<file path="config.mk">
export PLATFORM = sky130hd
export DESIGN_NAME = sort_pipe
export DESIGN_NICKNAME = d
export VERILOG_FILES = /design/src/rtl/sort_pipe.sv
export SDC_FILE = /design/constraint.sdc
export NUM_CORES = 2
export LEC_CHECK = 0
export CAP_MARGIN = 10
export CORE_MARGIN = 2
export CORE_UTILIZATION = 55
export CTS_BUF_LIST = sky130_fd_sc_hd__clkbuf_8
export DETAILED_ROUTE_END_ITERATION = 10
export PLACE_DENSITY = 0.75
export SYNTH_ARGS = -nofsm -noshare
export SYNTH_HDL_FRONTEND = slang
export SYNTH_SLANG_ARGS = --single-unit
</file>
<file path="constraint.sdc">
create_clock -name clk -period 2.2 [get_ports clk]
set_input_delay 0.66 -clock clk [delete_from_list [all_inputs] [get_ports clk]]
set_output_delay 0.66 -clock clk [all_outputs]
set_load 0.05 [all_outputs]
</file>
<file path="src/rtl/sort_pipe.sv">
// sort_pipe: fully pipelined odd-even transposition sorter with registered median/min/max taps.
// Define SORT_PIPE_FULL_OUT_EN to also export the complete final-stage vector on out_sorted.
module sort_pipe #(
  parameter int DATA_WIDTH  = 8,
  parameter int NUM_SAMPLES = 9,
  parameter bit DESCENDING  = 1'b0
) (
  input  logic                                clk,
  input  logic                                rst_n,
  input  logic                                in_valid,
  output logic                                in_ready,
  input  logic [DATA_WIDTH*NUM_SAMPLES-1:0]   in_data,
  output logic                                out_valid,
  input  logic                                out_ready,
  output logic [DATA_WIDTH-1:0]               out_median,
  output logic [DATA_WIDTH-1:0]               out_min,
  output logic [DATA_WIDTH-1:0]               out_max,
`ifdef SORT_PIPE_FULL_OUT_EN
  output logic [DATA_WIDTH*NUM_SAMPLES-1:0]   out_sorted,
`endif
  output logic                                busy,
  output logic [$clog2(NUM_SAMPLES+1)-1:0]    occupancy
);

  localparam int OccWidth = $clog2(NUM_SAMPLES + 1);
  localparam int Last     = NUM_SAMPLES - 1;
  localparam int Mid      = (NUM_SAMPLES - 1) / 2;

  typedef logic [DATA_WIDTH-1:0] sample_t;

  logic                   stall;
  logic                   accept;
  logic                   drain;
  logic [NUM_SAMPLES-1:0] validQ;
  logic [NUM_SAMPLES-1:0] validD;
  logic [OccWidth-1:0]    occupancyQ;
  logic [OccWidth-1:0]    occupancyD;

  // A stalled head freezes the whole pipe, bubbles included.
  assign stall    = validQ[Last] && !out_ready;
  assign in_ready = !stall;
  assign accept   = in_valid && in_ready;
  assign drain    = validQ[Last] && out_ready;

  for (genvar s = 0; s < NUM_SAMPLES; s++) begin : gStage
    sample_t src [NUM_SAMPLES];
    sample_t d   [NUM_SAMPLES];
    sample_t q   [NUM_SAMPLES];

    if (s == 0) begin : gLoad
      always_comb begin
        for (int i = 0; i < NUM_SAMPLES; i++) src[i] = in_data[i*DATA_WIDTH +: DATA_WIDTH];
      end
    end else begin : gChain
      always_comb begin
        for (int i = 0; i < NUM_SAMPLES; i++) src[i] = gStage[s-1].q[i];
      end
    end

    // Even stages pair (0,1),(2,3)..; odd stages pair (1,2),(3,4)..; the leftover edge element passes through.
    always_comb begin
      sample_t lo;
      sample_t hi;
      lo = '0;
      hi = '0;
      for (int i = 0; i < NUM_SAMPLES; i++) d[i] = src[i];
      for (int i = s % 2; i + 1 < NUM_SAMPLES; i += 2) begin
        if (src[i] < src[i+1]) begin
          lo = src[i];
          hi = src[i+1];
        end else begin
          lo = src[i+1];
          hi = src[i];
        end
        d[i]   = DESCENDING ? hi : lo;
        d[i+1] = DESCENDING ? lo : hi;
      end
    end

    always_ff @(posedge clk or negedge rst_n) begin
      if (!rst_n) begin
        for (int i = 0; i < NUM_SAMPLES; i++) q[i] <= '0;
      end else if (!stall) begin
        for (int i = 0; i < NUM_SAMPLES; i++) q[i] <= d[i];
      end
    end
  end

  always_comb begin
    validD     = validQ;
    occupancyD = occupancyQ + OccWidth'(accept) - OccWidth'(drain);
    if (!stall) validD = {validQ[NUM_SAMPLES-2:0], in_valid};
  end

  always_ff @(posedge clk or negedge rst_n) begin
    if (!rst_n) begin
      validQ     <= '0;
      occupancyQ <= '0;
    end else begin
      validQ     <= validD;
      occupancyQ <= occupancyD;
    end
  end

  assign out_valid  = validQ[Last];
  assign busy       = (occupancyQ != '0);
  assign occupancy  = occupancyQ;
  assign out_median = gStage[Last].q[Mid];
  assign out_min    = DESCENDING ? gStage[Last].q[Last] : gStage[Last].q[0];
  assign out_max    = DESCENDING ? gStage[Last].q[0]    : gStage[Last].q[Last];

`ifdef SORT_PIPE_FULL_OUT_EN
  for (genvar k = 0; k < NUM_SAMPLES; k++) begin : gSorted
    assign out_sorted[k*DATA_WIDTH +: DATA_WIDTH] = gStage[Last].q[k];
  end
`else
  // Only the median/min/max taps leave the block; unused final-stage lanes may be trimmed.
`endif

endmodule
</file>
==> flow_summary_export.csv <==
group,metric,value,unit
synth,ys_seq_area_share,37.6,%
clocking,cts_root_buffer,"clkbuf_8",
clocking,cts_made_buffers,101,
timing,fmax,453,MHz
floorplanning,fp-row-count,97,
synth,synth_top_family_by_area,"compound AO/OA/AOI/OAI gates",
clocking,clk_latency,710,ps
synth,synth-seq-cells,581,
synth,synth_top_cell_by_area,"dfrtp_1",
layout,area_growth,14.2,%
critical_path,crit_path_max_incr_delay,390,ps
timing,drv_slew,0,
timing,hold_viol,0,
flow_run,maxCapViolCount,0,
clocking,cts.sinks,581,
floorplanning,num_io_pins,107,
placed_design,hpwl,72900,um
critical_path,crit_arrival,1550,ps
timing,slew_headroom,50.5,%
critical_path,cp_data_required_time,1540,ps
synth,synthMuxAreaShare,0,%
synth,synthAdderAreaFrac,7.91,%
clocking,clkTransAtPathRegs,60,ps
global_routing,grt.total_usage,28.4,%
layout,mostFrequentLayoutCells,"nand3_1 (984), dfrtp_1 (580), a22oi_1 (488)",
timing,worst_pin_slew,743,ps
synth,yosysWarnings,0,
layout,fillers,5982,
power,seqPwrFrac,26.5,%
run_status,status,"complete, but fails checks",
critical_path,critPathTopFamily,"flip-flops",
global_routing,grt_max_degree,91,
routing,vias,36900,
synth,synth-xor-area-share,0.0453,%
synth,syn_nets,4900,
routing,wl_per_cell,18.3,um
critical_path,path_cells,"inv_2 -> ha_4 -> nand3_4 -> buf_12",
synth,syn_avg_cell_area,8.45,um2
timing,finalSetupTns,-9.66,ps
power,switching_share,50.8,%
timing,period_needed,2210,ps
placed_design,gp_congestion,0.886,
power,switchingPower,36.3,mW
floorplanning,coreArea,69800,um2
routing,dr.pass1.iters,6,
layout,fin_cells,5744,
critical_path,critPathKind,"reg -> out",
global_routing,antenna_found_initial,1,
global_routing,grt_pass1_vias,35500,
synth,syn_area,38700,um2
clocking,cts_buffer_depth,3,
power,power.internal,35.2,mW
run_status,violations,"setup timing",
hold_path,hp-class,"in -> async",
power,pwr-share-comb,59.7,%
critical_path,crit_buf_inv,2,
power,peakVddDrop,724,uV
synth,netlist_instances,4580,
floorplanning,die_h,269,um
layout,nets,5047,
layout,final_common_cell,"nand3_1",
power,power_leakage,19.4,nW
critical_path,start_kind,"flip-flop",
placed_design,placed_cells,5559,
clocking,htreeDepth,3,
routing,ant_nets,0,
routing,drc,0,
routing,first_iter_violations,3459,
critical_path,crit_path_end_kind,"primary output",
global_routing,gr-total-overflow,0,
timing,hold_ws,423,ps
synth,yosys.cell_types.count,31,
floorplanning,fp.dieW,269,um
floorplanning,die-area,72500,um2
power,powerDensity,1620,nW/um2
critical_path,cpMaxStageDelayCell,"dfrtp_1",
floorplanning,start_util,55.4,%
routing,routed_wl,105000,um
timing,fin_ws,-9.66,ps
timing,setup_violations,1,
routing,vias_per_cell,6.42,
synth,synth_area_leaders,"dfrtp_1 (38%), nand3_1 (13%), a22oi_1 (9.5%)",
clocking,cts_tree,"built",
placed_design,io_buffers,106,
critical_path,path_max_fanout,2,
synth,synthSimpleGateAreaFrac,23.1,%
timing,fin_crit_sh,100,%
timing,clock_skew,18.6,ps
timing,rsz0062_at_grt,"yes",
synth,synth_compound_area_share,25.3,%
layout,drive_gt1_share,9.83,%
critical_path,r2r_slack,150,ps
power,power.share.clock,13.8,%
power,power,71.4,mW
synth,yosysTopAreaCellShare,37.6,%
global_routing,grt_pass1_wl,179000,um
==> per-layer routing <==
metal  global-route usage (%)  routed length, um  vias to the layer above
li1                         -                  -                    17500
met1                     39.2              45600                    17800
met2                     46.9              51000                     1347
met3                     3.61               5970                      196
met4                     8.67               2530                        0
met5                        0                  0                        -
==> synth_stat cells, drive strengths merged <==
cell type,n
o21ai,209
nor3b,34
nor2b,1
fa,1
inv,279
nand2b,1
xor2,2
a2bb2oi,8
ha,243
a22oi,488
a21o,19
a21oi,57
dfrtp,581
a211o,8
o2111ai,6
buf,111
o2111a,6
or3,8
nand3,985
nor2,258
a2111oi,48
and2,271
clkbuf,196
and4,28
o211ai,440
o21a,90
nand2,202
==> cells by family (layout without fill, tap and decap cells) <==
group,Yosys count,count (layout)
buffers and inverters,586,809
AND/OR/NAND/NOR,1788,1788
other,0,1
XOR/XNOR,2,2
AO/OA/AOI/OAI,1379,1379
adder cells (fa/ha/maj),244,244
flip-flops,581,581
==> layout make-up <==
cell class              count  area, um2  share of cell area (%)
flip-flops and latches    581      14500                    32.9
repair buffers            351       3420                    7.73
multi-input cells        3413      22000                    49.8
diodes                      1       2.50                 0.00566
well taps                 940       1180                    2.66
inverters                 279       1050                    2.39
clock inverters            50        226                   0.512
clock buffers             129       1780                    4.02
==> path summary, 6_finish.rpt <==
kind / startpoint / depth (start not counted) / end
worst max-delay path: occupancy[2] / 4 / busy
min in group clk: validQ[3] / 2 / validQ[4]
max in group asynchronous: rst_n / 3 / gStage[5].q[52]
worst max register to register: validQ[8] / 9 / occupancy[2]
worst min register to register: validQ[3] / 2 / validQ[4]
worst min-delay path: rst_n / 2 / out_max[3]
==> sequential cells by signal (all words and copies together) (netlist names) <==
register	count
out_median	8
occupancy	4
validQ	9
out_min	8
gStage.q	544
out_max	8
==> what timing repair did <==
item | 4_1_cts | 5_1_grt
endpoints found under the setup margin | 32 | 377
pin swaps | 1 | 0
hold buffers | 1 | 0
gates resized for setup | 58 | 49
endpoints found under the hold margin | 10 | 0
setup buffers | 2 | 2
==> power groups by stage <==
stage	Clock [mW]	Sequential, mW	Combinational (mW)
4_1_cts	10.0	18.9	41.5
3_3_place_gp	0	19.0	40.0
3_5_place_dp	0	19.0	41.1
2_1_floorplan	0	18.1	30.6
5_1_grt	10.5	19.4	47.5
6_report	9.87	18.9	42.7
==> metrics by stage <==
step                      area [um2]  utilization, %  worst slack, ps
after floorplan                38700               -             26.0
after global placement         41900            60.1             -342
after detailed placement       41900            60.1             -379
after CTS                      44000            63.0            -52.9
after global routing           44200            63.3            -76.9
final                          44200            63.3            -9.66
Power figures use the tool's default switching activity.
